`config.mk`:
```
export PLATFORM = sky130hd
export DESIGN_NAME = fetch_sequencer_flat
export DESIGN_NICKNAME = d
export VERILOG_FILES = /design/src/rtl/fetch_sequencer_pkg.sv /design/src/rtl/fetch_sequencer_if.sv /design/src/rtl/fetch_sequencer_seq_cycle_counter.sv /design/src/rtl/fetch_sequencer.sv /design/src/flat_wrapper.sv
export SDC_FILE = /design/constraint.sdc
export NUM_CORES = 1
export LEC_CHECK = 0
export CAP_MARGIN = 20
export CORE_MARGIN = 5
export CORE_UTILIZATION = 37
export CTS_CLUSTER_DIAMETER = 40
export DETAILED_ROUTE_END_ITERATION = 12
export PLACE_DENSITY_LB_ADDON = 0.15
export SLEW_MARGIN = 20
export SYNTH_ARGS = -nofsm -noshare
export SYNTH_HDL_FRONTEND = slang
export SYNTH_SLANG_ARGS = --single-unit
```
`constraint.sdc`:
```
create_clock -name clk -period 3.05 [get_ports clk]
set_input_delay 0.305 -clock clk [delete_from_list [all_inputs] [get_ports clk]]
set_output_delay 0.305 -clock clk [all_outputs]
set_load 0.05 [all_outputs]
```
`src/rtl/fetch_sequencer_pkg.sv`:
```
// fetch_seq_pkg: shared types for the fetch sequencer slice.
// State encoding, defaults, RUN-state event priority, output decode.
package fetch_seq_pkg;

  localparam int PC_W_DEFAULT = 16;
  localparam logic [15:0] RESET_VECTOR_DEFAULT = 16'h0000;

  typedef enum logic [2:0] {
    BOOT     = 3'd0,
    RUN      = 3'd1,
    HSTALL   = 3'd2,
    REDIRECT = 3'd3,
    FLUSH    = 3'd4,
    HALT     = 3'd5
  } state_e;

  // RUN-state events, highest priority first
  typedef enum logic [1:0] {
    EV_NONE   = 2'd0,
    EV_BRANCH = 2'd1,
    EV_HAZARD = 2'd2,
    EV_HALT   = 2'd3
  } run_ev_e;

  typedef struct packed {
    logic pc_mux_sel;
    logic stall;
    logic stall_pm;
    logic flush;
    logic redirect_ack;
    logic busy;
  } ctrl_t;

  function automatic run_ev_e run_event(
    input logic br,
    input logic hz,
    input logic hl
  );
    if (br) return EV_BRANCH;
    if (hz) return EV_HAZARD;
    if (hl) return EV_HALT;
    return EV_NONE;
  endfunction

  // stall and pc_mux_sel are never set together
  function automatic ctrl_t state_ctrl(input state_e s);
    ctrl_t c;
    c = '0;
    unique case (s)
      BOOT: begin
        c.pc_mux_sel = 1'b1;
        c.flush      = 1'b1;
      end
      REDIRECT: begin
        c.pc_mux_sel   = 1'b1;
        c.flush        = 1'b1;
        c.redirect_ack = 1'b1;
      end
      FLUSH: c.flush = 1'b1;
      HSTALL, HALT: begin
        c.stall    = 1'b1;
        c.stall_pm = 1'b1;
      end
      default: ;
    endcase
    c.busy = (s != RUN);
    return c;
  endfunction

endpackage

```
`src/rtl/fetch_sequencer_if.sv`:
```
// fetch_sequencer_if: pipeline events in, fetch controls out.
// master = sequencer side, slave = pipeline/fetch side.
interface fetch_sequencer_if #(
  parameter int PC_W = fetch_seq_pkg::PC_W_DEFAULT
) ();

  logic            branch_req;
  logic [PC_W-1:0] branch_target;
  logic            hazard_req;
  logic            halt_req;
  logic            resume;

  logic [PC_W-1:0] jmp_loc;
  logic            pc_mux_sel;
  logic            stall;
  logic            stall_pm;
  logic            flush;
  logic            redirect_ack;
  logic            busy;

  modport master (
    input  branch_req, branch_target,
    input  hazard_req, halt_req, resume,
    output jmp_loc, pc_mux_sel,
    output stall, stall_pm, flush,
    output redirect_ack, busy
  );

  modport slave (
    output branch_req, branch_target,
    output hazard_req, halt_req, resume,
    input  jmp_loc, pc_mux_sel,
    input  stall, stall_pm, flush,
    input  redirect_ack, busy
  );

endinterface

```
`src/rtl/fetch_sequencer_seq_cycle_counter.sv`:
```
// seq_cycle_counter: loadable 3-bit down-counter with zero flag.
// Ports: clk, reset (async low), load, load_val, dec, zero.
module seq_cycle_counter (
  input  logic       clk,
  input  logic       reset,
  input  logic       load,
  input  logic [2:0] load_val,
  input  logic       dec,
  output logic       zero
);

  logic [2:0] cnt;

  always_ff @(posedge clk or negedge reset) begin
    if (!reset) begin
      cnt <= '0;
    end else if (load) begin
      cnt <= load_val;
    end else if (dec && cnt != 3'd0) begin
      cnt <= cnt - 3'd1;
    end
  end

  assign zero = (cnt == 3'd0);

endmodule

```
`src/rtl/fetch_sequencer.sv`:
```
// fetch_sequencer: Moore controller for redirect/stall/halt of fetch.
// Ports: clk, reset (async low), bus (fetch_sequencer_if.master);
// with FETCH_PERF_EN defined adds perf_redirects, perf_stall_cycles.
module fetch_sequencer
  import fetch_seq_pkg::*;
#(
  parameter int PC_W         = PC_W_DEFAULT,
  parameter int HAZ_CYCLES   = 1,
  parameter int FLUSH_CYCLES = 2,
  parameter logic [PC_W-1:0] RESET_VECTOR =
    PC_W'(RESET_VECTOR_DEFAULT)
) (
  input  logic clk,
  input  logic reset,
  fetch_sequencer_if.master bus
`ifdef FETCH_PERF_EN
  ,
  output logic [15:0] perf_redirects,
  output logic [15:0] perf_stall_cycles
`endif
);

  localparam logic [2:0] HAZ_LOAD =
    3'(HAZ_CYCLES - 1);
  // REDIRECT already counts as the first bubble
  localparam logic [2:0] FLUSH_LOAD =
    3'(FLUSH_CYCLES > 1 ? FLUSH_CYCLES - 2 : 0);

  state_e          state_q, state_d;
  logic [PC_W-1:0] jmp_q, jmp_d;
  ctrl_t           ctrl_q, ctrl_d;
  logic            cnt_load, cnt_dec, cnt_zero;
  logic [2:0]      cnt_val;
  logic            go_red;

  seq_cycle_counter u_cnt (
    .clk      (clk),
    .reset    (reset),
    .load     (cnt_load),
    .load_val (cnt_val),
    .dec      (cnt_dec),
    .zero     (cnt_zero)
  );

  always_comb begin
    state_d  = state_q;
    jmp_d    = jmp_q;
    cnt_load = 1'b0;
    cnt_val  = '0;
    cnt_dec  = 1'b0;
    go_red   = 1'b0;
    unique case (state_q)
      BOOT: state_d = RUN;
      RUN: begin
        unique case (run_event(bus.branch_req,
                               bus.hazard_req,
                               bus.halt_req))
          EV_BRANCH: go_red = 1'b1;
          EV_HAZARD: begin
            state_d  = HSTALL;
            cnt_load = 1'b1;
            cnt_val  = HAZ_LOAD;
          end
          EV_HALT: state_d = HALT;
          default: state_d = RUN;
        endcase
      end
      REDIRECT: begin
        if (bus.branch_req) begin
          go_red = 1'b1;
        end else if (FLUSH_CYCLES == 1) begin
          state_d = RUN;
        end else begin
          state_d  = FLUSH;
          cnt_load = 1'b1;
          cnt_val  = FLUSH_LOAD;
        end
      end
      HSTALL, FLUSH: begin
        if (bus.branch_req) begin
          go_red = 1'b1;
        end else if (cnt_zero) begin
          state_d = RUN;
        end else begin
          cnt_dec = 1'b1;
        end
      end
      HALT: begin
        if (bus.branch_req) begin
          go_red = 1'b1;
        end else if (bus.resume) begin
          state_d = RUN;
        end
      end
      default: state_d = BOOT;
    endcase
    // any taken branch restarts the redirect with a clean count
    if (go_red) begin
      state_d  = REDIRECT;
      jmp_d    = bus.branch_target;
      cnt_load = 1'b1;
      cnt_val  = '0;
    end
    ctrl_d = state_ctrl(state_d);
  end

  always_ff @(posedge clk or negedge reset) begin
    if (!reset) begin
      state_q <= BOOT;
      jmp_q   <= RESET_VECTOR;
      ctrl_q  <= state_ctrl(BOOT);
    end else begin
      state_q <= state_d;
      jmp_q   <= jmp_d;
      ctrl_q  <= ctrl_d;
    end
  end

  assign bus.jmp_loc      = jmp_q;
  assign bus.pc_mux_sel   = ctrl_q.pc_mux_sel;
  assign bus.stall        = ctrl_q.stall;
  assign bus.stall_pm     = ctrl_q.stall_pm;
  assign bus.flush        = ctrl_q.flush;
  assign bus.redirect_ack = ctrl_q.redirect_ack;
  assign bus.busy         = ctrl_q.busy;

`ifdef FETCH_PERF_EN
  always_ff @(posedge clk or negedge reset) begin
    if (!reset) begin
      perf_redirects    <= '0;
      perf_stall_cycles <= '0;
    end else begin
      if (state_q == REDIRECT &&
          perf_redirects != 16'hFFFF) begin
        perf_redirects <= perf_redirects + 16'd1;
      end
      if (ctrl_q.stall &&
          perf_stall_cycles != 16'hFFFF) begin
        perf_stall_cycles <= perf_stall_cycles + 16'd1;
      end
    end
  end
`endif

endmodule

```
`src/flat_wrapper.sv`:
```
// flat-port wrapper written by rule: the top's interface ports become plain ports
module fetch_sequencer_flat import fetch_seq_pkg::*;
#(
  parameter int PC_W         = PC_W_DEFAULT,
  parameter int HAZ_CYCLES   = 1,
  parameter int FLUSH_CYCLES = 2,
  parameter logic [PC_W-1:0] RESET_VECTOR =
    PC_W'(RESET_VECTOR_DEFAULT)
)
  (clk, reset, bus_branch_req, bus_branch_target, bus_hazard_req, bus_halt_req, bus_resume, bus_jmp_loc, bus_pc_mux_sel, bus_stall, bus_stall_pm, bus_flush, bus_redirect_ack, bus_busy);
  fetch_sequencer_if #(.PC_W(PC_W)) bus_i ();
  input  logic clk;
  input  logic reset;
  input wire logic [$bits(bus_i.branch_req)-1:0] bus_branch_req;
  input wire logic [$bits(bus_i.branch_target)-1:0] bus_branch_target;
  input wire logic [$bits(bus_i.hazard_req)-1:0] bus_hazard_req;
  input wire logic [$bits(bus_i.halt_req)-1:0] bus_halt_req;
  input wire logic [$bits(bus_i.resume)-1:0] bus_resume;
  output wire logic [$bits(bus_i.jmp_loc)-1:0] bus_jmp_loc;
  output wire logic [$bits(bus_i.pc_mux_sel)-1:0] bus_pc_mux_sel;
  output wire logic [$bits(bus_i.stall)-1:0] bus_stall;
  output wire logic [$bits(bus_i.stall_pm)-1:0] bus_stall_pm;
  output wire logic [$bits(bus_i.flush)-1:0] bus_flush;
  output wire logic [$bits(bus_i.redirect_ack)-1:0] bus_redirect_ack;
  output wire logic [$bits(bus_i.busy)-1:0] bus_busy;
  assign bus_i.branch_req = bus_branch_req;
  assign bus_i.branch_target = bus_branch_target;
  assign bus_i.hazard_req = bus_hazard_req;
  assign bus_i.halt_req = bus_halt_req;
  assign bus_i.resume = bus_resume;
  assign bus_jmp_loc = bus_i.jmp_loc;
  assign bus_pc_mux_sel = bus_i.pc_mux_sel;
  assign bus_stall = bus_i.stall;
  assign bus_stall_pm = bus_i.stall_pm;
  assign bus_flush = bus_i.flush;
  assign bus_redirect_ack = bus_i.redirect_ack;
  assign bus_busy = bus_i.busy;
  fetch_sequencer #(.PC_W(PC_W), .HAZ_CYCLES(HAZ_CYCLES), .FLUSH_CYCLES(FLUSH_CYCLES), .RESET_VECTOR(RESET_VECTOR)) u_core (.clk(clk), .reset(reset), .bus(bus_i));
endmodule
```
### Word level (Yosys, flattened, before mapping)

Index checks and enable logic that the tools add are counted.

* word-level logic and storage cells: 73
* bits of input ports: 22
* flip-flop bits (word level): 28

* equality and inequality tests: 13
* $add $sub $neg: 1
* mux-type cells: 39
* reductions and logical operators: 11

Operator list (count)
* 2-to-1 mux 3 bit: 8
* 2-to-1 mux 1 bit: 19
* 2-to-1 mux 2 bit: 8
* case mux 3 bit (5 select lines): 1
* == test 3 x 2 -> 1 bit, second input constant: 4
* == test 3 bit, second input constant: 4
* logical NOT 3 bit: 3
* case mux 3 bit (3 select lines): 1
* OR reduction 2 bit: 3
* == test 2 bit, second input constant: 2
* case mux 1 bit (2 select lines): 2
* OR reduction 4 bit: 1
* == test 3 x 1 -> 1 bit, second input constant: 1
* inequality test 3 x 1 -> 1 bit, second input constant: 1
* nonzero test 3 bit: 1
* OR reduction 3 bit: 1
* subtractor 3 x 1 -> 3 bit, second input constant: 1
* == test 2 x 1 -> 1 bit, second input constant: 1
* nonzero test 2 bit: 1
* logical AND 1 bit: 1

### Depth between registers and ports, before layout

Gate-level depths: netlist (run 1).

* depth after elaboration: 18
* mapped depth: 7

### Hierarchy

From an unflattened synthesis (run 1), not the netlist that was laid out.

* cells, all modules: 108
* area total of the unflattened synthesis: 1345.0 sq um

By module, submodules not included
* fetch_sequencer: area each 1137.3 sq um, cells an instance 89, times used 1, seq. area each 604.3 sq um
* seq_cycle_counter: area each 207.7 sq um, cells an instance 19, times used 1, seq. area each 75.1 sq um

### Worst setup path after synthesis (run 1)

No wires, ideal clock.

* path kind: register to register
* start point: register u_core.state_q[0]
* end point: register u_core.jmp_q[1], in the netlist u_core.bus.jmp_loc[1]
* cell stages (with the launch flop): 8
* slack: 1596 ps
* data arrival time: 1337 ps
* path buffers: 2
* required time: 2932 ps
* path through: dfrtp_1 > buf_6 > or3_4 > nand3_4 > inv_2 > buf_2 > nand2_1 > nand2_1

* word-level cells in the longest chain between the ends: 3
* elaborated cells on any way between the ends: 7
* classes of those cells: eq/ne: 5; mux: 1; reduce/logical: 1

Ends and longest elaborated chain
* from (decl): RTL line fetch_sequencer.sv:29 `state_e state_q, state_d;`
* from (signal assigned): RTL line fetch_sequencer.sv:113 `state_q <= state_d;`
* == test 3 x 2 -> 1 bit or == test 3 bit (tied branches): RTL line fetch_sequencer.sv:52 `unique case (state_q)`
* OR reduction 4 bit (no line)
* case mux 1 bit (2 select lines) (*): RTL line fetch_sequencer.sv:52
* to (signal assigned): RTL line fetch_sequencer.sv:114 `jmp_q <= jmp_d;`
* to (decl): RTL line fetch_sequencer.sv:30 `logic [PC_W-1:0] jmp_q, jmp_d;`

Every way passes the cells marked *; elsewhere a longest branch is shown, timed or not.
A chain may end at the register's enable or synchronous reset.

### Final worst setup path (run 1)

* start point: register u_core.ctrl_q, in the netlist u_core.bus.flush
* end point: output bus_flush

RTL lines
* from (decl): RTL line fetch_sequencer.sv:31 `ctrl_t ctrl_q, ctrl_d;`
* from (signal assigned): RTL line fetch_sequencer.sv:111 `ctrl_q <= state_ctrl(BOOT);`
* from (signal assigned): RTL line fetch_sequencer.sv:115 `ctrl_q <= ctrl_d;`
* to (decl): RTL line flat_wrapper.sv:23 `output wire logic [$bits(bus_i.flush)-1:0] bus_flush;`

No word-level cell between the ends.

==> qor.yml, run 1 <==
status: "finished, final reports clean"
n_antenna_cell: 0
clock.fmax_ghz: 0.5096
critPathLaunchType: "flop"
final_common_cell: "nand2_1"
clk_latency_ns: 0.31
io_pins: 44
start_util: 0.3915
worstPathArrival_ns: 1.66
crit_slowest_cell: "clkdlybuf4s50_1"
rr_endpoint: "u_core.bus.stall"
crit_family: "buffers and inverters"
avgRoutedWirePerCell_um: 11.97
drtIter0Drc: 80
yosysUniqueCellTypes: 29
p_leak_nw: 0.7844
drv_cap: 0
syn_area_per_cell_sq_um: 9.198
drc_errors: 0
synth_ff_type: "dfrtp_1"
hp-class: "input pin to async pin"
timing.hold.ws_ns: 0.3314
critPathBufInv: 1
yosysSeqAreaShare: 0.5639
setup_viol: 0
die_y_um: 67.07
grt_pass1_vias: 1037
grt_pass1_wl_um: 4636
row_count: 20
total_power_w: 0.001849
fin_nets: 199
core_area_sq_um: 3078
clk_path_buf_depth: 2
critical_path.cell_chain: "clkdlybuf4s50_1"
synth_area_sq_um: 1205
cts_resized: 0
vias_per_cell: 4.440
final_area_sq_um: 1695
drtPass1Iterations: 4
syn_nets: 155
cp_max_fo: 1
finalMaxSlewViolations: 0
grt_usage: 0.1365
ys_warn_count: 0
r2r_cells: 5
ys_seq_elements: 27
finalWirelength_um: 2610
placement.io_buffers: 43
tightest_slew_ns: 0.5104
period_share: 0.6434
postLayoutCoreUtil: 0.5508
clock_sinks: 27
cts_buffers: 3
ant_nets: 0
synthCells: 131
cts_tree: "yes"
required_ns: 2.74
peakVddDrop_mv: 0.6808
drive_above_1_share: 0.06897
fp.dieW_um: 67.07
areaGrowthSynthToFinish_pct: 40.71
async_reset_ff_frac: 1.000
synth_edf_count: 0
antenna_found_initial: 0
ctsHoldBuffers: 0
setup_tns_ns: 0
timing.final.hold_violations: 0
htree_levels: 1
num_vias: 968
relSlewSlack: 0.6587
cp_slowest_stage_delay_ns: 0.79
rsz0062_at_grt: "no"
startpoint: "u_core.bus.flush"
place_area_sq_um: 1665
hpwl_um: 1966
path_clk_slew_ns: 0.14
overflow: 0
final_cell_mix: "53 x nand2_1, 43 x clkdlybuf4s50_1, 24 x dfrtp_1"
ctsRootBufferMaster: "clkbuf_4"
power_density_nw_per_um2: 1091
cts_setup_buffers: 0
end_kind: "output pin"
place_congestion: 0.7566
reg2reg_from: "u_core.state_q[0]"
grt_max_degree: 28
dieArea_sq_um: 4498
crit_type: "flop to output pin"
fin_skew_ns: 0.002420
layout_min_cycle_time_ns: 1.962
r2r_slack_ns: 1.41
[routing by layer]
metal / wire (um) / global-route usage
met1: 1183 / 0.1704
met3: 152 / 0.03204
met4: 17 / 0.04557
met5: 0 / 0
met2: 1257 / 0.2294
[flip-flops by register name (all words and copies together), names as in the netlist]
register and count:
u_core.bus.pc_mux_sel 1, u_core.bus.redirect_ack 1, u_core.bus.stall 1, u_core.u_cnt.cnt 3
u_core.state_q 3, u_core.bus.flush 1, u_core.bus.jmp_loc 16, u_core.bus.busy 1
[layout make-up]
class,instances,area (sq um)
clock buffer,3,22.52
clock inverter,1,7.507
fill,297,1383
inverter,6,22.52
multi-input combinational,93,470.5
sequential,27,679.4
tap,44,55.05
timing repair buffer,44,437.9
[per-stage QoR]
stage               setup slack, ns  instances
floorplan                     1.596        131
global placement              1.224        214
detailed placement            1.177        214
CTS                           1.066        218
global route                  1.022        218
finish                        1.088        218
[report_power, final]
part	total, W	leakage, nW	internal [W]	switching (W)
combinational	0.00108	0.440	0.000360	0.000721
clock	0.000152	0.0139	0.0000500	0.000102
sequential	0.000617	0.330	0.000512	0.000105
[worst max-delay path by stage]
| stage | endpoint | slack [ns] | depth (start not counted) |
|---|---|---|---|
| global route | bus_busy | 1.02 | 1 |
| floorplan | u_core.bus.jmp_loc[1] | 1.60 | 7 |
| CTS | bus_flush | 1.07 | 1 |
| global placement | u_core.bus.jmp_loc[9] | 1.22 | 5 |
| detailed placement | u_core.bus.jmp_loc[1] | 1.18 | 5 |
| finish | bus_flush | 1.09 | 1 |
[kinds of logic (layout without fill, tap and decap cells)]
family	Yosys count	after routing	synth area share
buf+inv	11	54	0.04569
fa+ha+maj	2	2	0.02077
xor+xnor	1	1	0.007270
flops	27	27	0.5639
compound gates	14	14	0.07374
simple gates	76	76	0.2887
[synthesized netlist by cell type (2+ instances only)]
library cell	instances	share of area
nor2b_1	2	0.010
nand2_1	53	0.17
nand3_1	3	0.012
nor2_1	7	0.022
dfstp_2	3	0.065
buf_2	2	0.0083
nand2b_1	5	0.026
inv_1	5	0.016
ha_1	2	0.021
o21ai_0	6	0.025
dfrtp_1	24	0.50
a21oi_1	2	0.0083
Note: power is estimated with default switching activity, not from simulation.
==> run 2: changes to the inputs <==
==> constraint.sdc (replaced) <==
create_clock -name clk -period 1.64 [get_ports clk]
set_input_delay 0.164 -clock clk [delete_from_list [all_inputs] [get_ports clk]]
set_output_delay 0.164 -clock clk [all_outputs]
set_load 0.05 [all_outputs]
==> run 2 against run 1 <==
Net effect: total power grew 83%; sequential cell count is the same; clock power grew 84%; clock-buffer cell count is the same; cell area shrank 2.3%; global-route usage shrank 0.055 points; routed wire length grew 0.88%; via count grew 1.3%; register-to-register slack lost 1.3 ns; critical path depth grew 4; clock skew shrank 0.0014 ns; hold slack lost 0.14 ns; largest cell class unchanged.
==> qor.yml, run 2 (synthesis gave the netlist of run 1 again) <==
status: "finished, final reports clean"  # unchanged
clk_latency_ns: 0.31  # about the same
hp-class: "input pin to async pin"  # unchanged
io_pins: 44  # unchanged
final_cells: 220  # was 218
power_frac_comb: 0.581  # was 0.584
drive_above_1_share: 0.2102  # was 0.06897
final_common_cell: "nand2_1"  # unchanged
placement.io_buffers: 43  # unchanged
cp_slowest_stage_delay_ns: 0.50  # was 0.79 ns
drc_errors: 0  # unchanged
fin_skew_ns: 0.001063  # was 0.002420 ns
total_power_w: 0.003378  # was 0.001849 W
rsz0062_at_grt: "no"  # unchanged
clkPwrFrac: 0.082  # about the same
vias_per_cell: 4.459  # was 4.440
die_y_um: 67.07  # unchanged
rr_endpoint: "u_core.bus.stall"  # unchanged
htree_levels: 1  # unchanged
crit_slowest_cell: "dfrtp_1"  # was clkdlybuf4s50_1
setup_tns_ns: 0  # unchanged
ant_nets: 0  # unchanged
place_worst_setup_slack_ns: -0.01160  # was 1.177 ns
power_density_nw_per_um2: 2039  # was 1091 nW/um^2
drtPass1Iterations: 4  # unchanged
clk_path_buf_depth: 2  # unchanged
final_cell_mix: "53 x nand2_1, 25 x buf_4, 24 x dfrtp_1"  # was 53 x nand2_1, 43 x clkdlybuf4s50_1, 24 x dfrtp_1
overflow: 0  # unchanged
path_clk_slew_ns: 0.14  # about the same
postLayoutCoreUtil: 0.5382  # was 0.5508
grt_max_degree: 28  # unchanged
period_share: 0.9316
power_switching_w: 0.001735  # was 0.0009271 W
dieArea_sq_um: 4498  # unchanged
finalWirelength_um: 2633  # was 2610 um
clock_sinks: 27  # unchanged
grt_pass1_wl_um: 4712  # was 4636 um
peakVddDrop_mv: 1.114  # was 0.6808 mV
hpwl_um: 1995  # was 1966 um
tightest_slew_ns: 0.3850  # was 0.5104 ns
areaGrowthSynthToFinish_pct: 37.49  # was 40.71%
endpoint: "u_core.bus.stall"  # was bus_flush
grt_pass1_vias: 1090  # was 1037
critPathBufInv: 0  # was 1
crit_type: "flop to flop"  # was flop to output pin
r2r_cells: 5  # unchanged
r2r_slack_ns: 0.11  # was 1.41 ns
fin_nets: 201  # was 199
avgRoutedWirePerCell_um: 11.97  # about the same
path_depth: 5  # was 1
row_count: 20  # unchanged
dp_cells: 216  # was 214
drv_cap: 0  # unchanged
setup_ws_ns: 0.1121  # was 1.088 ns
seqPwrFrac: 0.337  # was 0.334
drtIter0Drc: 73  # was 80
critPathLaunchType: "flop"  # unchanged
relSlewSlack: 0.7426  # was 0.6587
largest_register_ffs: 16  # unchanged
ctsRootBufferMaster: "clkbuf_4"  # unchanged
grt_usage: 0.1360  # was 0.1365
setup_viol: 0  # unchanged
critical_path.cell_chain: "or3_4 -> nand3_4 -> nand2_4 -> a31o_1 -> o2bb2ai_1"  # was clkdlybuf4s50_1
layout_min_cycle_time_ns: 1.528
cp_max_fo: 9  # was 1
internal-power_w: 0.001644  # was 0.0009221 W
crit_family: "simple AND/OR/NAND/NOR gates"  # was buffers and inverters
fp.dieW_um: 67.07  # unchanged
swShare: 0.5135  # was 0.5013
required_ns: 1.89  # was 2.74 ns
core_area_sq_um: 3078  # unchanged
ctsHoldBuffers: 0  # unchanged
reg2reg_from: "u_core.state_q[0]"  # unchanged
startpoint: "u_core.state_q[0]"  # was u_core.bus.flush
timing.final.hold_violations: 0  # unchanged
clock.fmax_ghz: 0.6545
place_congestion: 0.8435  # was 0.7566
p_leak_nw: 0.8262  # was 0.7844 nW
cts_buffers: 3  # unchanged
num_vias: 981  # was 968
cts_tree: "yes"  # unchanged
finalMaxSlewViolations: 0  # unchanged
n_antenna_cell: 0  # unchanged
end_kind: "flop"  # was output pin
antenna_found_initial: 0  # unchanged
start_util: 0.3915  # unchanged
worstPathArrival_ns: 1.78  # was 1.66 ns
run 2: cell types whose count changed in the layout (fill, tap and decap cells not counted), sizes merged:
cell / previous run / this run
buf: 1 / 25
clkdlybuf4s50: 43 / 21
clkinv: 0 / 1
clkinvlp: 1 / 0
run 2: repair_timing:
action	4_1_cts	5_1_grt
gates resized for setup	0	2
setup buffers	0	0
setup endpoints to repair	0	2
run 2: how the worst min path moves through the flow:
stage / startpoint / slack (ns) / end
6_report: reset / 0.20 / u_core.bus.jmp_loc[10]
5_1_grt: reset / 0.19 / u_core.bus.jmp_loc[10]
4_1_cts: reset / 0.19 / u_core.bus.jmp_loc[10]
3_5_place_dp: u_core.bus.jmp_loc[7] / 0.46 / u_core.bus.jmp_loc[7]
3_3_place_gp: u_core.bus.jmp_loc[13] / 0.46 / u_core.bus.jmp_loc[13]
2_1_floorplan: reset / -0.13 / u_core.bus.jmp_loc[0]
run 2: final cells by class:
| type | count | area (sq um) |
|---|---|---|
| Multi-Input combinational cell | 93 | 474.2 |
| Clock inverter | 1 | 5.005 |
| Sequential cell | 27 | 679.4 |
| Inverter | 6 | 22.52 |
| Timing Repair Buffer | 46 | 397.9 |
| Tap cell | 44 | 55.05 |
| Clock buffer | 3 | 22.52 |
| Fill cell | 307 | 1421 |
run 2: routing by layer:
| metal | vias to the layer above | global-route usage | wire [um] |
|---|---|---|---|
| li1 | 507 | - | - |
| met1 | 451 | 0.1560 | 1085 |
| met2 | 21 | 0.2429 | 1370 |
| met3 | 2 | 0.03373 | 158 |
| met4 | 0 | 0.04557 | 18 |
| met5 | - | 0 | 0 |
run 2: metrics by stage:
step	hold WS, ns	instance area, sq um
CTS	0.1943	1653
global route	0.1897	1657
floorplan	-0.1316	1205
finish	0.1957	1657
global placement	0.4595	1625
detailed placement	0.4634	1625
run 2: power by group through the flow:
stage                     Clock [W]  Sequential, W  Combinational, W
after floorplan                   0        0.00194          0.000599
after global placement            0        0.00114           0.00196
after detailed placement          0        0.00115           0.00198
after CTS                  0.000292        0.00114           0.00198
after global routing       0.000326        0.00118           0.00211
final                      0.000279        0.00114           0.00196
run 2: worst reg2reg max path, cell delays in order (launching register included):
cell and delay (ns):
dfrtp_1 0.50, or3_4 0.43, nand3_4 0.11, nand2_4 0.06, a31o_1 0.22, o2bb2ai_1 0.15
==> run 3: changes to the inputs <==
--- a/config.mk
+++ b/config.mk
@@ -5,6 +5,7 @@
 export SDC_FILE = /design/constraint.sdc
 export NUM_CORES = 1
 export LEC_CHECK = 0
+export ABC_CLOCK_PERIOD_IN_PS = 1640
 export CAP_MARGIN = 20
 export CORE_MARGIN = 5
 export CORE_UTILIZATION = 37
==> results of run 3 <==
The final DEF is identical to that of run 2; final timing and power are the same.
